[src/rtl/mem_access_ctrl.sv]
// mem_access_ctrl: MEM-stage load/store controller driving an SRAM-like req/addr_ok/data_ok data bus.
// Latency: best case 3 stall cycles then 1 response cycle; 2 stall cycles when addr_ok and data_ok coincide.
// Backpressure: o_stall holds the pipeline while the bus access is outstanding; flushed accesses drain silently.
module mem_access_ctrl #(
  parameter int BUS_W  = 32,
  parameter int ADDR_W = 32
) (
  input  logic                 i_clk,
  input  logic                 i_rst,
  input  logic                 i_req_valid,
  input  logic                 i_memwrite,
  input  logic [2:0]           i_memop,
  input  logic [ADDR_W-1:0]    i_addr,
  input  logic [31:0]          i_pc,
  input  logic [31:0]          i_wdata,
  input  logic                 i_flush,
  output logic                 o_stall,
  output logic                 o_resp_valid,
  output logic [31:0]          o_ldata,
  output logic                 o_adel,
  output logic                 o_ades,
  output logic [31:0]          o_bad_addr,
  output logic                 o_data_req,
  output logic                 o_data_wr,
  output logic [1:0]           o_data_size,
  output logic [ADDR_W-1:0]    o_data_addr,
  output logic [BUS_W/8-1:0]   o_data_wstrb,
  output logic [BUS_W-1:0]     o_data_wdata,
  input  logic                 i_data_addr_ok,
  input  logic                 i_data_data_ok,
  input  logic [BUS_W-1:0]     i_data_rdata
);
  localparam int LANES = BUS_W / 8;
  localparam int OFS_W = $clog2(LANES);

  typedef enum logic [1:0] {S_IDLE, S_ADDR, S_DATA, S_DONE} state_t;

  state_t              r_state;
  state_t              w_next;
  logic                r_cancel;
  logic                r_data_req;
  logic                r_data_wr;
  logic [1:0]          r_data_size;
  logic [ADDR_W-1:0]   r_data_addr;
  logic [LANES-1:0]    r_data_wstrb;
  logic [BUS_W-1:0]    r_data_wdata;
  logic [2:0]          r_memop;
  logic [31:0]         r_ldata;

  logic                w_legal;
  logic                w_misal;
  logic                w_issue;
  logic                w_exc;
  logic                w_cancel;
  logic                w_fin;
  logic [1:0]          w_size;
  logic [OFS_W-1:0]    w_ofs;
  logic [LANES-1:0]    w_wstrb;
  logic [BUS_W-1:0]    w_wdata;
  logic [31:0]         w_lane;
  logic [31:0]         w_ext;
  logic [31:0]         w_addr32;

  assign w_ofs    = i_addr[OFS_W-1:0];
  assign w_addr32 = 32'(i_addr);

  // Decode the incoming access: legality, size, alignment, byte lanes and replicated store data
  always_comb begin
    w_legal = i_memwrite ? (i_memop >= 3'd5) : (i_memop <= 3'd4);
    case (i_memop)
      3'd0, 3'd1, 3'd5: w_size = 2'd0;
      3'd2, 3'd3, 3'd6: w_size = 2'd1;
      default:          w_size = 2'd2;
    endcase
    w_misal = ((w_size == 2'd1) && i_addr[0]) || ((w_size == 2'd2) && (i_addr[1:0] != 2'b00));
    w_wstrb = '0;
    w_wdata = {(BUS_W/32){i_wdata}};
    if (i_memwrite) begin
      case (w_size)
        2'd0: begin
          w_wstrb = LANES'(1) << w_ofs;
          w_wdata = {LANES{i_wdata[7:0]}};
        end
        2'd1: begin
          w_wstrb = LANES'(3) << w_ofs;
          w_wdata = {(LANES/2){i_wdata[15:0]}};
        end
        default: w_wstrb = LANES'(15) << w_ofs;
      endcase
    end
  end

  // Qualify the request: issue an aligned access, or flag a misaligned one; flush in ADDR/DATA cancels at once
  always_comb begin
    w_issue  = (r_state == S_IDLE) && i_req_valid && !i_flush && w_legal && !w_misal;
    w_exc    = (r_state == S_IDLE) && i_req_valid && !i_flush && w_legal && w_misal && !i_rst;
    w_cancel = r_cancel || i_flush;
    w_fin    = ((r_state == S_ADDR) && i_data_addr_ok && i_data_data_ok) ||
               ((r_state == S_DATA) && i_data_data_ok);
  end

  // Select the addressed lanes of the returned word and extend to 32 bits
  always_comb begin
    w_lane = 32'(i_data_rdata >> {r_data_addr[OFS_W-1:0], 3'b000});
    case (r_memop)
      3'd0:    w_ext = {{24{w_lane[7]}}, w_lane[7:0]};
      3'd1:    w_ext = {24'd0, w_lane[7:0]};
      3'd2:    w_ext = {{16{w_lane[15]}}, w_lane[15:0]};
      3'd3:    w_ext = {16'd0, w_lane[15:0]};
      default: w_ext = w_lane;
    endcase
  end

  // State register
  always_ff @(posedge i_clk or posedge i_rst) begin
    if (i_rst) r_state <= S_IDLE;
    else       r_state <= w_next;
  end

  // Next-state logic: a cancelled access drains its bus transaction, then returns straight to IDLE
  always_comb begin
    w_next = r_state;
    case (r_state)
      S_IDLE: if (w_issue) w_next = S_ADDR;
      S_ADDR: if (i_data_addr_ok) begin
        if (i_data_data_ok) w_next = w_cancel ? S_IDLE : S_DONE;
        else                w_next = S_DATA;
      end
      S_DATA: if (i_data_data_ok) w_next = w_cancel ? S_IDLE : S_DONE;
      default: w_next = S_IDLE;
    endcase
  end

  // Output logic: stall from issue until completion, exceptions only from IDLE
  always_comb begin
    o_stall      = !i_rst && (w_issue || (r_state == S_ADDR) || (r_state == S_DATA));
    o_adel       = w_exc && !i_memwrite;
    o_ades       = w_exc && i_memwrite;
    o_bad_addr   = w_exc ? w_addr32 : i_pc;
    o_resp_valid = (r_state == S_DONE);
  end

  // Bus request fields: captured on issue, held through ADDR, request dropped once the address is taken
  always_ff @(posedge i_clk or posedge i_rst) begin
    if (i_rst) begin
      r_data_req   <= 1'b0;
      r_data_wr    <= 1'b0;
      r_data_size  <= 2'd0;
      r_data_addr  <= '0;
      r_data_wstrb <= '0;
      r_data_wdata <= '0;
      r_memop      <= 3'd0;
    end else if (w_issue) begin
      r_data_req   <= 1'b1;
      r_data_wr    <= i_memwrite;
      r_data_size  <= w_size;
      r_data_addr  <= i_addr;
      r_data_wstrb <= w_wstrb;
      r_data_wdata <= w_wdata;
      r_memop      <= i_memop;
    end else if ((r_state == S_ADDR) && i_data_addr_ok) begin
      r_data_req   <= 1'b0;
    end
  end

  // Cancel flag: remembers a flush seen mid-transaction, cleared on the way back to IDLE
  always_ff @(posedge i_clk or posedge i_rst) begin
    if (i_rst)                                                          r_cancel <= 1'b0;
    else if (w_next == S_IDLE)                                          r_cancel <= 1'b0;
    else if (((r_state == S_ADDR) || (r_state == S_DATA)) && i_flush)   r_cancel <= 1'b1;
  end

  // Load result: updated only by a completed, non-cancelled load
  always_ff @(posedge i_clk or posedge i_rst) begin
    if (i_rst)                                r_ldata <= 32'd0;
    else if (w_fin && !w_cancel && !r_data_wr) r_ldata <= w_ext;
  end

  assign o_ldata      = r_ldata;
  assign o_data_req   = r_data_req;
  assign o_data_wr    = r_data_wr;
  assign o_data_size  = r_data_size;
  assign o_data_addr  = r_data_addr;
  assign o_data_wstrb = r_data_wstrb;
  assign o_data_wdata = r_data_wdata;
endmodule

[config.mk]
export PLATFORM = sky130hd
export DESIGN_NAME = mem_access_ctrl
export DESIGN_NICKNAME = d
export VERILOG_FILES = /design/src/rtl/mem_access_ctrl.sv
export SDC_FILE = /design/constraint.sdc
export NUM_CORES = 1
export LEC_CHECK = 0
export CORE_ASPECT_RATIO = 2
export CORE_MARGIN = 2
export CORE_UTILIZATION = 40
export CTS_BUF_LIST = sky130_fd_sc_hd__clkbuf_2
export CTS_CLUSTER_SIZE = 24
export DETAILED_ROUTE_END_ITERATION = 6
export PLACE_DENSITY = 0.9
export SLEW_MARGIN = 20
export SYNTH_ARGS = -nofsm -noshare
export SYNTH_HDL_FRONTEND = slang
export SYNTH_SLANG_ARGS = --single-unit
export TNS_END_PERCENT = 10
[constraint.sdc]
create_clock -name i_clk -period 4.9 [get_ports i_clk]
set_input_delay 0.98 -clock i_clk [delete_from_list [all_inputs] [get_ports i_clk]]
set_output_delay 0.98 -clock i_clk [all_outputs]
set_load 0.02 [all_outputs]
==> impl_metrics.toml <==
[synth]
syn_area_mm2 = 0.00584
synth_edf_count = 0
synth_simple_gate_area_share = 0.0703
ys_warn_count = 0
synth_cells = 482
synth_area_leaders = "dfrtp_1, mux2_2, mux2_4"
synth_mux_area_frac = 0.298
yosysTopAreaCellShare = 0.471
synth.distinct_cells = 52
synth_top_family_by_area = "multiplexers"
async_flop_share = 1.00
synth_top_area_cell = "dfrtp_1"
synthFlopType = "dfrtp_1"
synth_seq_cells = 110
synth_commonest_cells = "dfrtp_1, mux2_2, nor2_1, a21oi_1, mux2i_1"
yosys.area_share.adder = 0.00857
avgSynthCellArea_um2 = 12.1
yosysSeqAreaShare = 0.471
syn-num-nets = 624
synth_xor_area_frac = 0.00278
synth-compound-area-share = 0.115

[layout]
area_growth_syn_to_layout_pct = 53.4
fin_util = 0.624
nNetsFinal = 891
drive_above_1_share = 0.224
stdcell_count = 947

[die]
initial_core_util = 0.407
die_w_um = 89.5
die_area_mm2 = 0.0156
rows = 62
core_mm2 = 0.0144
die-height_um = 175
boundaryPins = 278

[worst_hold_path]
holdPathStages = 1
hp-start = "o_data_wstrb[0]"
worstHoldPathType = "reg2reg"
hold_end = "o_data_wstrb[0]"

[clocking]
cts_sinks = 110
postCtsSetupRepairBufs = 0
cts_buffer_depth = 2
cts-buffers-inserted = 9
clk_latency_ns = 0.62
ctsResizeCount = 0
tritoncts = "built"
root_buffer = "clkbuf_2"
htree_levels = 3
cts_hold_buf = 0
clk_pin_slew_ns = 0.37

[setup_path]
r2r-start = "r_state[1]"
critical_path_required_ns = 3.92
r2r_slack_ns = 1.62
end_kind = "output pin"
worst-r2r-cell-count = 9
worstPathMaxFanout = 34
critPathArrivalTime_ns = 3.64
startpoint_type = "input port"
startpoint = "i_memop[1]"
rr_endpoint = "o_data_addr[30]"
worstSetupPathType = "in2out"

[grt]
grt_max_degree = 76
grt_pass1_vias = 5232
grt_remaining_overflow = 0
grt_antenna_before_repair = 1
grt_pass1_wl_mm = 27.3
grt_usage = 0.227

[placed_design]
hpwl_mm = 14.0
gp_congestion = 0.873
dpl_worst_slack_ns = 0.325
place.port_buffers = 277
place_inst = 930

[sta]
setup_ws_ns = 0.281
rsz0062_at_grt = "no"
post-route-min-period_ns = 4.62
tightest_slew_ns = 1.18
max_freq_mhz = 217
slew_violations = 0
slew_headroom = 0.209
post-route-period-util = 0.943
hold_viol = 0
finalSetupTns_ns = 0
fin_skew_ns = 0.0634
worst_hold_slack_ns = 0.526
finalSetupViolCount = 0

[route]
antenna_left = 0
drt_first_pass_iters = 7
drc = 0
num_vias = 4946
drtIter0Drc = 140
wl_per_cell_um = 18.8
drt-vias-per-instance = 5.22
drt_wl_total_mm = 17.8

[power]
power.density_mw_per_mm2 = 541
leakagePower_nw = 3.70
ir_drop_v = 0.000329

[job]
cap_violations = 0

[outcome]
outcome = "completed"
metrics by stage:
stage | cell area (um^2) | total power [mW]
final | 8960 | 4.85
after global routing | 8960 | 5.14
after CTS | 8960 | 4.89
after detailed placement | 8830 | 4.44
after global placement | 8830 | 4.37
after floorplan | 5840 | 3.11
layout by cell type, fill, tap and decap left out, types with 9 or more instances in the layout:
cell	instances
mux2_2	110
a21oi_1	22
nand2_1	12
clkdlybuf4s50_1	277
and2_1	11
mux2i_1	21
o22a_1	16
clkbuf_2	9
buf_4	14
nor2_1	24
o21ai_0	16
o31ai_1	9
mux2_4	18
nor2b_1	12
dfrtp_1	110
area by class of cell:
| class | instances | area, um^2 |
|---|---|---|
| flip-flops and latches | 110 | 2750 |
| multi-input cells | 329 | 2910 |
| diodes | 1 | 2.50 |
| well taps | 192 | 240 |
| inverters | 7 | 28.8 |
| fillers | 1132 | 5390 |
| clock inverters | 7 | 83.8 |
| repair buffers | 292 | 2900 |
| clock buffers | 9 | 45.0 |
worst max-delay path: stages:
cell	delay, ns
clkdlybuf4s50_1	0.71
nand2b_1	0.25
nand4_1	0.17
a211oi_4	0.33
buf_12	0.24
mux2_2	0.37
clkdlybuf4s50_1	0.55
sequential cells by signal, summed over array words and instances, names as in the netlist:
name and cells:
o_data_req 1, r_state 2, o_ldata 32, r_cancel 1
r_memop 3, o_data_wstrb 4, o_data_wdata 32, o_data_size 2
o_data_wr 1, o_data_addr 32
cells by family after synthesis:
family,after synthesis
muxes,150
AOI/OAI and AO/OA,97
DFF,110
adders and majority gates,4
buffers and inverters,43
and+or+nand+nor,77
xor gates and xnor gates,1
metal layers:
metal  global-route usage  vias to the layer above  share of wire
li1                     -                     2284              -
met1                0.260                     2431           0.38
met2                0.396                      204           0.53
met3               0.0586                       27          0.065
met4               0.0833                        0          0.029
met5                    0                        -              0
how the worst max path moves through the flow:
stage	to	slack (ns)
3_3_place_gp	o_bad_addr[20]	0.42
3_5_place_dp	o_bad_addr[25]	0.33
4_1_cts	o_bad_addr[25]	0.30
5_1_grt	o_bad_addr[25]	0.16
6_report	o_bad_addr[25]	0.28
2_1_floorplan	o_data_addr[0]	1.02
power breakdown:
| group | total (mW) | switching [mW] | internal (mW) | leakage [nW] |
|---|---|---|---|---|
| Clock | 0.441 | 0.348 | 0.0924 | 0.0780 |
| Sequential | 1.66 | 0.305 | 1.35 | 1.33 |
| Combinational | 2.75 | 1.31 | 1.44 | 2.30 |
| Total | 4.85 | 1.96 | 2.89 | 3.70 |
Power figures use the tool's default switching activity.
